==> config.mk <==
export PLATFORM = sky130hd
export DESIGN_NAME = wb_stage
export DESIGN_NICKNAME = d
export VERILOG_FILES = /design/src/rtl/wb_stage.sv
export SDC_FILE = /design/constraint.sdc
export NUM_CORES = 1
export LEC_CHECK = 0
export CAP_MARGIN = 20
export CORE_ASPECT_RATIO = 1.25
export CORE_MARGIN = 1.5
export CORE_UTILIZATION = 60
export CTS_BUF_LIST = sky130_fd_sc_hd__clkbuf_4
export CTS_CLUSTER_SIZE = 20
export DETAILED_ROUTE_END_ITERATION = 10
export GPL_TIMING_DRIVEN = 0
export PLACE_DENSITY = 0.94
export SLEW_MARGIN = 25
export SYNTH_ARGS = -nofsm -noshare
export SYNTH_HDL_FRONTEND = slang
export SYNTH_SLANG_ARGS = --single-unit
==> constraint.sdc <==
create_clock -name clk -period 4.8 [get_ports clk]
set_clock_uncertainty 0.2 [all_clocks]
set_input_delay 0.96 -clock clk [delete_from_list [all_inputs] [get_ports clk]]
set_output_delay 0.96 -clock clk [all_outputs]
set_load 0.01 [all_outputs]
==> src/rtl/wb_stage.sv <==
// Writeback stage: merges ALU results and buffered load returns onto one register-file write port.
// Optional build macro WB_BYPASS_EN lets a load reach an idle, empty stage without entering the queue.
module wb_stage #(
  parameter int unsigned LQ_DEPTH = 4
) (
  input  logic                       clk,
  input  logic                       reset,
  input  logic                       alu_valid,
  input  logic [4:0]                 alu_rd,
  input  logic [31:0]                alu_data,
  output logic                       alu_ready,
  input  logic                       mem_valid,
  input  logic [4:0]                 mem_rd,
  input  logic [31:0]                mem_data,
  output logic                       wen,
  output logic [4:0]                 regWAddr,
  output logic [31:0]                regWData,
  output logic [$clog2(LQ_DEPTH):0]  lq_count,
  output logic                       busy
);

  localparam int unsigned PtrW = $clog2(LQ_DEPTH);
  localparam int unsigned CntW = PtrW + 1;

  logic [4:0]      lqRd   [LQ_DEPTH];
  logic [31:0]     lqData [LQ_DEPTH];
  logic [PtrW-1:0] headPtr;
  logic [PtrW-1:0] tailPtr;

  logic            lqFull;
  logic            lqEmpty;
  logic            pop;
  logic            push;
  logic            bypass;
  logic            selValid;
  logic [4:0]      selRd;
  logic [31:0]     selData;

  assign lqFull    = (lq_count == CntW'(LQ_DEPTH));
  assign lqEmpty   = (lq_count == '0);
  assign alu_ready = !lqFull;
  assign busy      = !lqEmpty || wen;

  // Source select: full queue beats ALU, ALU beats a non-full queue, bypass is last resort.
  always_comb begin
    pop      = 1'b0;
    bypass   = 1'b0;
    selValid = 1'b0;
    selRd    = lqRd[headPtr];
    selData  = lqData[headPtr];
    if (lqFull) begin
      pop      = 1'b1;
      selValid = 1'b1;
    end else if (alu_valid) begin
      selValid = 1'b1;
      selRd    = alu_rd;
      selData  = alu_data;
    end else if (!lqEmpty) begin
      pop      = 1'b1;
      selValid = 1'b1;
`ifdef WB_BYPASS_EN
    end else if (mem_valid) begin
      bypass   = 1'b1;
      selValid = 1'b1;
      selRd    = mem_rd;
      selData  = mem_data;
`endif
    end
    push = mem_valid && !bypass;
  end

  // Queue storage carries no reset; occupancy is tracked by the pointers and count.
  always_ff @(posedge clk) begin
    if (push) begin
      lqRd[tailPtr]   <= mem_rd;
      lqData[tailPtr] <= mem_data;
    end
  end

  always_ff @(posedge clk or negedge reset) begin
    if (!reset) begin
      headPtr  <= '0;
      tailPtr  <= '0;
      lq_count <= '0;
    end else begin
      if (pop)  headPtr <= headPtr + PtrW'(1);
      if (push) tailPtr <= tailPtr + PtrW'(1);
      lq_count <= lq_count + CntW'(push) - CntW'(pop);
    end
  end

  // Write port register; rd = 0 entries update address/data but never write.
  always_ff @(posedge clk or negedge reset) begin
    if (!reset) begin
      wen      <= 1'b0;
      regWAddr <= '0;
      regWData <= '0;
    end else if (selValid) begin
      wen      <= (selRd != 5'd0);
      regWAddr <= selRd;
      regWData <= selData;
    end else begin
      wen      <= 1'b0;
    end
  end

endmodule

==> impl_metrics.py, run 1 <==
metrics = {
    "status": {
        "outcome": "finished, final reports clean",
    },
    "logic_synthesis": {
        "syn-cell-area_sq_mm": 0.00791,
        "synth_flop_cell": "edfxtp_1",
        "synthCells": 476,
        "ys_top_cells_by_count": "edfxtp_1 (148), dfrtp_1 (45), a21oi_1 (38)",
        "synthTopCellsByArea": "edfxtp_1 (56%), dfrtp_1 (14%), mux4_2 (11%)",
        "ys_async_sr_fraction": 0.233,
        "synth.most_common_cell": "edfxtp_1",
        "synth_top_cell_area_share": 0.562,
        "synth_nets": 561,
        "synth_area_leader_cell": "edfxtp_1",
        "synth_area_per_cell_sq_um": 16.6,
        "synth_warnings": 0,
        "synth_edf_count": 148,
        "synth_seq_area_share": 0.704,
        "ys_ff_latch": 193,
        "synth_cell_type_count": 34,
    },
    "clocking": {
        "cts.sinks": 193,
        "htreeDepth": 4,
        "post_cts_buffers": 0,
        "clkTransAtPathRegs_ns": 0.15,
        "clockBufferDepth": 2,
        "hold_buffers": 0,
        "clk_latency_ns": 0.56,
        "cts_resized": 0,
        "cts_buffers": 17,
        "root_buffer": "clkbuf_4",
        "cts_tree": "built",
    },
    "finish": {
        "nets": 705,
        "syn2layout_area_growth_pct": 23.0,
        "drive_gt1_frac": 0.139,
        "final_core_util": 0.762,
        "fillers": 745,
    },
    "critical_path": {
        "cp_data_arrival_time_ns": 2.46,
        "r2r_setup_slack_ns": 1.89,
        "startpoint": "lq_count[1]$_DFF_PN0_",
        "worstRegToRegCells": 10,
        "crit_chain": "or3b_1 > buf_6 > clkbuf_1 > clkdlybuf4s50_1",
        "cp.required_ns": 3.64,
        "path_depth": 4,
        "r2r_start": "lq_count[1]$_DFF_PN0_",
        "critPathMaxFanout": 10,
        "critPathSlowestCell": "clkdlybuf4s50_1",
        "reg2reg_to": "lq_count[2]$_DFF_PN0_",
        "endpoint_kind": "output pin",
        "slowest_delay_ns": 0.64,
        "cp-endpoint": "alu_ready",
        "cp-start-kind": "register",
        "crit_family": "buffers and inverters",
        "worst-path-buf-inv": 3,
        "criticalPathCategory": "reg2out",
    },
    "floorplanning": {
        "num_rows": 46,
        "ioPinCount": 121,
        "fp.dieW_microns": 106,
        "fp.dieH_microns": 131,
        "start_util": 0.619,
        "core_area_sq_mm": 0.0128,
        "die_area_sq_mm": 0.0139,
    },
    "detailed_routing": {
        "drt_iter0_drc": 385,
        "wl_per_cell_microns": 23.2,
        "vias": 5017,
        "firstDrtPassIters": 5,
        "drc": 0,
        "vias_per_cell": 6.26,
        "drtAntennaViolNets": 0,
        "wl_microns": 18600,
    },
    "global_route": {
        "grtUsageMet3": 0.0600,
        "grt_pass1_wl_microns": 28800,
        "busiest_layer": "met2",
        "first_global_vias": 5475,
        "grt.met1_usage": 0.320,
        "met2_usage": 0.485,
        "grtUsageTotal": 0.281,
        "grt_max_degree": 27,
        "gr-total-overflow": 0,
        "antenna_found_initial": 1,
    },
    "sta": {
        "slew_violations": 0,
        "fin_crit_sh": 0.754,
        "rsz0062_at_grt": "no",
        "slew_headroom": 0.512,
        "fmax_mhz": 276,
        "finalHoldViolations": 0,
        "tightestPinTransition_ns": 0.733,
        "setup_viol": 0,
        "fin_tns_setup_ns": 0,
        "fin_crit_ns": 3.62,
    },
    "pwr": {
        "max-vdd-ir-drop_uv": 346,
        "p_leak_uw": 0.00332,
        "power_per_cell_area_mw_per_mm2": 565,
    },
    "placement": {
        "hpwl_microns": 12600,
        "gp_congestion": 0.841,
        "portBuffers": 120,
    },
    "run": {
        "max_cap_viol_count": 0,
    },
    "worst_hold_path": {
        "hp-class": "in2async",
    },
}
## logic make-up (layout without fill, tap and decap cells)
kind of cell	count (synthesis)	in the layout	synth area share
mux	40	40	0.109
buf+inv	38	195	0.0218
xor+xnor	5	5	0.00554
fa+ha+maj	7	7	0.0120
simple gates	55	55	0.0413
other cells	0	1	0
compound gates	138	138	0.106
flops	193	193	0.704
## worst register-to-register path: stages, from the launching register on
cell and delay [ns]:
dfrtp_1 0.49, or2_0 0.25, clkbuf_1 0.21, a21oi_1 0.41
ha_1 0.31, inv_1 0.07, ha_1 0.14, inv_1 0.05
fa_1 0.38, xnor2_1 0.21, xnor2_1 0.14
## report_power, final
group,internal [uW],total (uW),switching [uW]
registers,2260,2460,200
logic,1060,2190,1140
clock network,330,850,520
total,3640,5500,1860
## sequential cells by signal, summed over array words and instances, names as in the netlist
register / flops
lqData: 128
tailPtr: 2
regWData: 32
headPtr: 2
regWAddr: 5
lqRd: 20
wen: 1
lq_count: 3
## metal layers
layer | share of wire | vias up
met5 | 0 | -
met3 | 0.067 | 77
li1 | - | 2166
met2 | 0.54 | 276
met4 | 0.049 | 0
met1 | 0.34 | 2498
## per-stage QoR
step / std cells / setup WS, ns / hold WS, ns / cell area [sq um] / power [uW]
floorplan: 476 / 2.00 / 0.291 / 7910 / 3720
global placement: 764 / 1.05 / 0.304 / 9320 / 4460
detailed placement: 769 / 0.897 / 0.341 / 9450 / 4650
CTS: 801 / 1.19 / 0.218 / 9730 / 5490
global route: 802 / 1.06 / 0.226 / 9730 / 5740
finish: 802 / 1.18 / 0.232 / 9730 / 5500
## cell type report
cell class	count	area (sq um)	area share
multi-input combinational	245	2170	0.223
timing repair buffer	125	1320	0.136
antenna	1	2.50	0.000257
sequential	193	5570	0.572
buffer	32	150	0.0154
clock inverter	12	133	0.0136
tap	168	210	0.0216
clock buffer	20	150	0.0154
inverter	6	22.5	0.00231
## worst min path at each step
stage,from,end,slack [ns]
finish,reset,regWData[31]$_DFFE_PN0P_,0.23
global route,reset,regWData[3]$_DFFE_PN0P_,0.23
CTS,reset,regWData[31]$_DFFE_PN0P_,0.22
detailed placement,tailPtr[0]$_DFFE_PN0P_,tailPtr[0]$_DFFE_PN0P_,0.34
global placement,tailPtr[0]$_DFFE_PN0P_,tailPtr[0]$_DFFE_PN0P_,0.30
floorplan,tailPtr[0]$_DFFE_PN0P_,tailPtr[0]$_DFFE_PN0P_,0.29
## layout by cell type, fill, tap and decap left out, types with 2 or more instances in the layout
cell             instances
edfxtp_1               148
clkdlybuf4s50_1        119
dfrtp_1                 45
a21oi_1                 38
mux4_2                  37
nand2b_1                32
o21a_1                  32
o22ai_1                 32
o21ai_1                 28
clkbuf_1                21
clkbuf_4                20
nor2_1                   7
inv_1                    6
ha_1                     6
o21ai_0                  5
and2_2                   4
buf_2                    4
xnor2_1                  3
buf_4                    3
mux2i_1                  3
buf_1                    3
clkinv_4                 3
inv_6                    3
buf_16                   3
buf_6                    2
nor3_1                   2
or3_1                    2
nand2_1                  2
xor2_1                   2
clkinv_1                 2
bufinv_16                2
buf_12                   2
Power figures use the tool's default switching activity.
==> run 2, diff against run 1 <==
Settings changed: CORE_UTILIZATION 60 to 56, PLACE_DENSITY 0.94 to 0.89.
Clock period 4.8 ns to 3.55 ns, I/O delays scaled along.
==> run 2 against run 1 <==
Register-to-register slack lost 1.3 ns. Sequential share of layout area grew 0.14 points. Clock power grew 32%. Largest cell class unchanged. Largest power group unchanged. First-iteration DRC count shrank 23%. Sequential power grew 35%. Total power grew 34%.
==> impl_metrics.py, run 2 (synthesis results as in run 1) <==
metrics = {
    "finish": {
        "layout_commonest_cell": "edfxtp_1",
        "largest_reg_flops": 128,
        "top_register": "lqData",
        "syn2layout_area_growth_pct": 22.7,
        "top_regs": "lqData x128, regWData x32, lqRd x20",
        "multiInputGateArea_sq_mm": 0.00217,
        "fin_cells": 809,
        "regArea_sq_mm": 0.00557,
        "drive_gt1_frac": 0.139,
        "fillers": 939,
        "final_cell_mix": "edfxtp_1 (148), clkdlybuf4s50_1 (119), dfrtp_1 (45)",
        "nets": 705,
    },
    "sta": {
        "fin_crit_sh": 0.961,
        "fin_tns_setup_ns": 0,
        "slew_headroom": 0.545,
        "fmax_mhz": 293,
        "rsz0062_at_grt": "no",
        "finalHoldViolations": 0,
        "fin_crit_ns": 3.41,
        "timing.final.ws_setup_ns": 0.137,
        "setup_viol": 0,
        "tightestPinTransition_ns": 0.682,
        "slew_violations": 0,
    },
    "placement": {
        "gp_congestion": 0.788,
        "dp_slack_ns": -0.166,
        "hpwl_microns": 12000,
        "dp_cells": 775,
        "portBuffers": 120,
    },
    "clocking": {
        "cts_tree": "built",
        "post_cts_buffers": 0,
        "cts.sinks": 193,
        "root_buffer": "clkbuf_4",
        "clk_latency_ns": 0.56,
        "clkTransAtPathRegs_ns": 0.15,
        "cts_buffers": 17,
        "clockBufferDepth": 2,
        "htreeDepth": 4,
    },
    "pwr": {
        "power_per_cell_area_mw_per_mm2": 757,
        "p_leak_uw": 0.00329,
        "power_uw": 7350,
        "max-vdd-ir-drop_uv": 365,
    },
    "floorplanning": {
        "die_area_sq_mm": 0.0149,
        "fp.dieW_microns": 109,
        "start_util": 0.573,
        "core_area_sq_mm": 0.0138,
        "fp.dieH_microns": 136,
        "num_rows": 48,
        "ioPinCount": 121,
    },
    "detailed_routing": {
        "drtAntennaViolNets": 0,
        "drc": 0,
        "firstDrtPassIters": 5,
        "drt_iter0_drc": 297,
        "wl_microns": 17600,
        "vias": 4910,
        "wl_per_cell_microns": 21.7,
        "vias_per_cell": 6.07,
    },
    "global_route": {
        "busiest_layer": "met2",
        "grt.met1_usage": 0.299,
        "grt_pass1_wl_microns": 27000,
        "met2_usage": 0.436,
        "first_global_vias": 5270,
        "grt_max_degree": 46,
        "grtUsageMet3": 0.0566,
        "gr-total-overflow": 0,
        "grtUsageTotal": 0.252,
        "antenna_found_initial": 1,
    },
    "critical_path": {
        "cp.required_ns": 2.64,
        "worstRegToRegCells": 10,
        "critPathMaxFanout": 10,
        "cp-start-kind": "register",
        "cp_data_arrival_time_ns": 2.50,
        "criticalPathCategory": "reg2out",
        "endpoint_kind": "output pin",
    },
    "worst_hold_path": {
        "holdPathStages": 2,
        "hp-class": "reg2reg",
    },
    "run": {
        "max_cap_viol_count": 0,
    },
    "status": {
        "outcome": "finished, final reports clean",
    },
}
## run 2: cell types whose count changed in the layout (fill, tap and decap cells not counted), sizes merged
cell | before | now
clkinvlp | 1 | 6
inv | 9 | 10
clkbuf | 41 | 40
buf | 17 | 16
clkinv | 6 | 2
bufinv | 2 | 1
dlygate4sd3 | 0 | 1
## run 2: worst paths after layout
check | to | slack (ns) | start
hold / removal | regWAddr[1]$_DFFE_PN0P_ | 0.34 | regWAddr[1]$_DFFE_PN0P_
min in group asynchronous | regWData[17]$_DFFE_PN0P_ | 0.49 | reset
setup reg to reg | lq_count[2]$_DFF_PN0_ | 0.61 | lq_count[1]$_DFF_PN0_
setup / recovery | alu_ready | 0.14 | lq_count[1]$_DFF_PN0_
hold reg to reg | regWAddr[1]$_DFFE_PN0P_ | 0.34 | regWAddr[1]$_DFFE_PN0P_
max in group asynchronous | regWData[29]$_DFFE_PN0P_ | 2.20 | reset
## run 2: metrics by stage
stage / area, sq um / util / hold slack, ns
after floorplan: 7910 / - / 0.214
after global placement: 9330 / 0.676 / 0.300
after detailed placement: 9420 / 0.682 / 0.309
after CTS: 9700 / 0.703 / 0.342
after global routing: 9710 / 0.703 / 0.378
final: 9710 / 0.703 / 0.337
## run 2: worst max-delay path, cell delays in order (launching register included)
cell	delay, ns
dfrtp_1	0.53
or3b_1	0.18
buf_6	0.15
clkbuf_1	0.44
clkdlybuf4s50_1	0.64
## run 2: per-layer routing
metal / wire length (microns) / up-vias / share of wire
li1: - / 2167 / -
met1: 6490 / 2480 / 0.37
met2: 9560 / 224 / 0.54
met3: 1080 / 39 / 0.062
met4: 458 / 0 / 0.026
met5: 0 / - / 0
## run 2: cell type report
cell class,instances,area share
Inverter,6,0.00232
Clock buffer,19,0.0147
Antenna cell,1,0.000258
Sequential cell,193,0.574
Multi-Input combinational cell,245,0.224
Tap cell,175,0.0226
Clock inverter,13,0.0134
Timing Repair Buffer,125,0.134
Buffer,32,0.0155
## run 2: what timing repair did
item | CTS | global route
hold buffers | 1 | 0
gates resized for setup | 0 | 0
endpoints found under the hold margin | 45 | 0
## run 2: power breakdown
| group | internal, uW | switching [uW] | total [uW] | leakage (uW) |
|---|---|---|---|---|
| combinational | 1420 | 1510 | 2920 | 0.00128 |
| sequential | 3050 | 254 | 3310 | 0.00188 |
| clock | 376 | 748 | 1120 | 0.000131 |
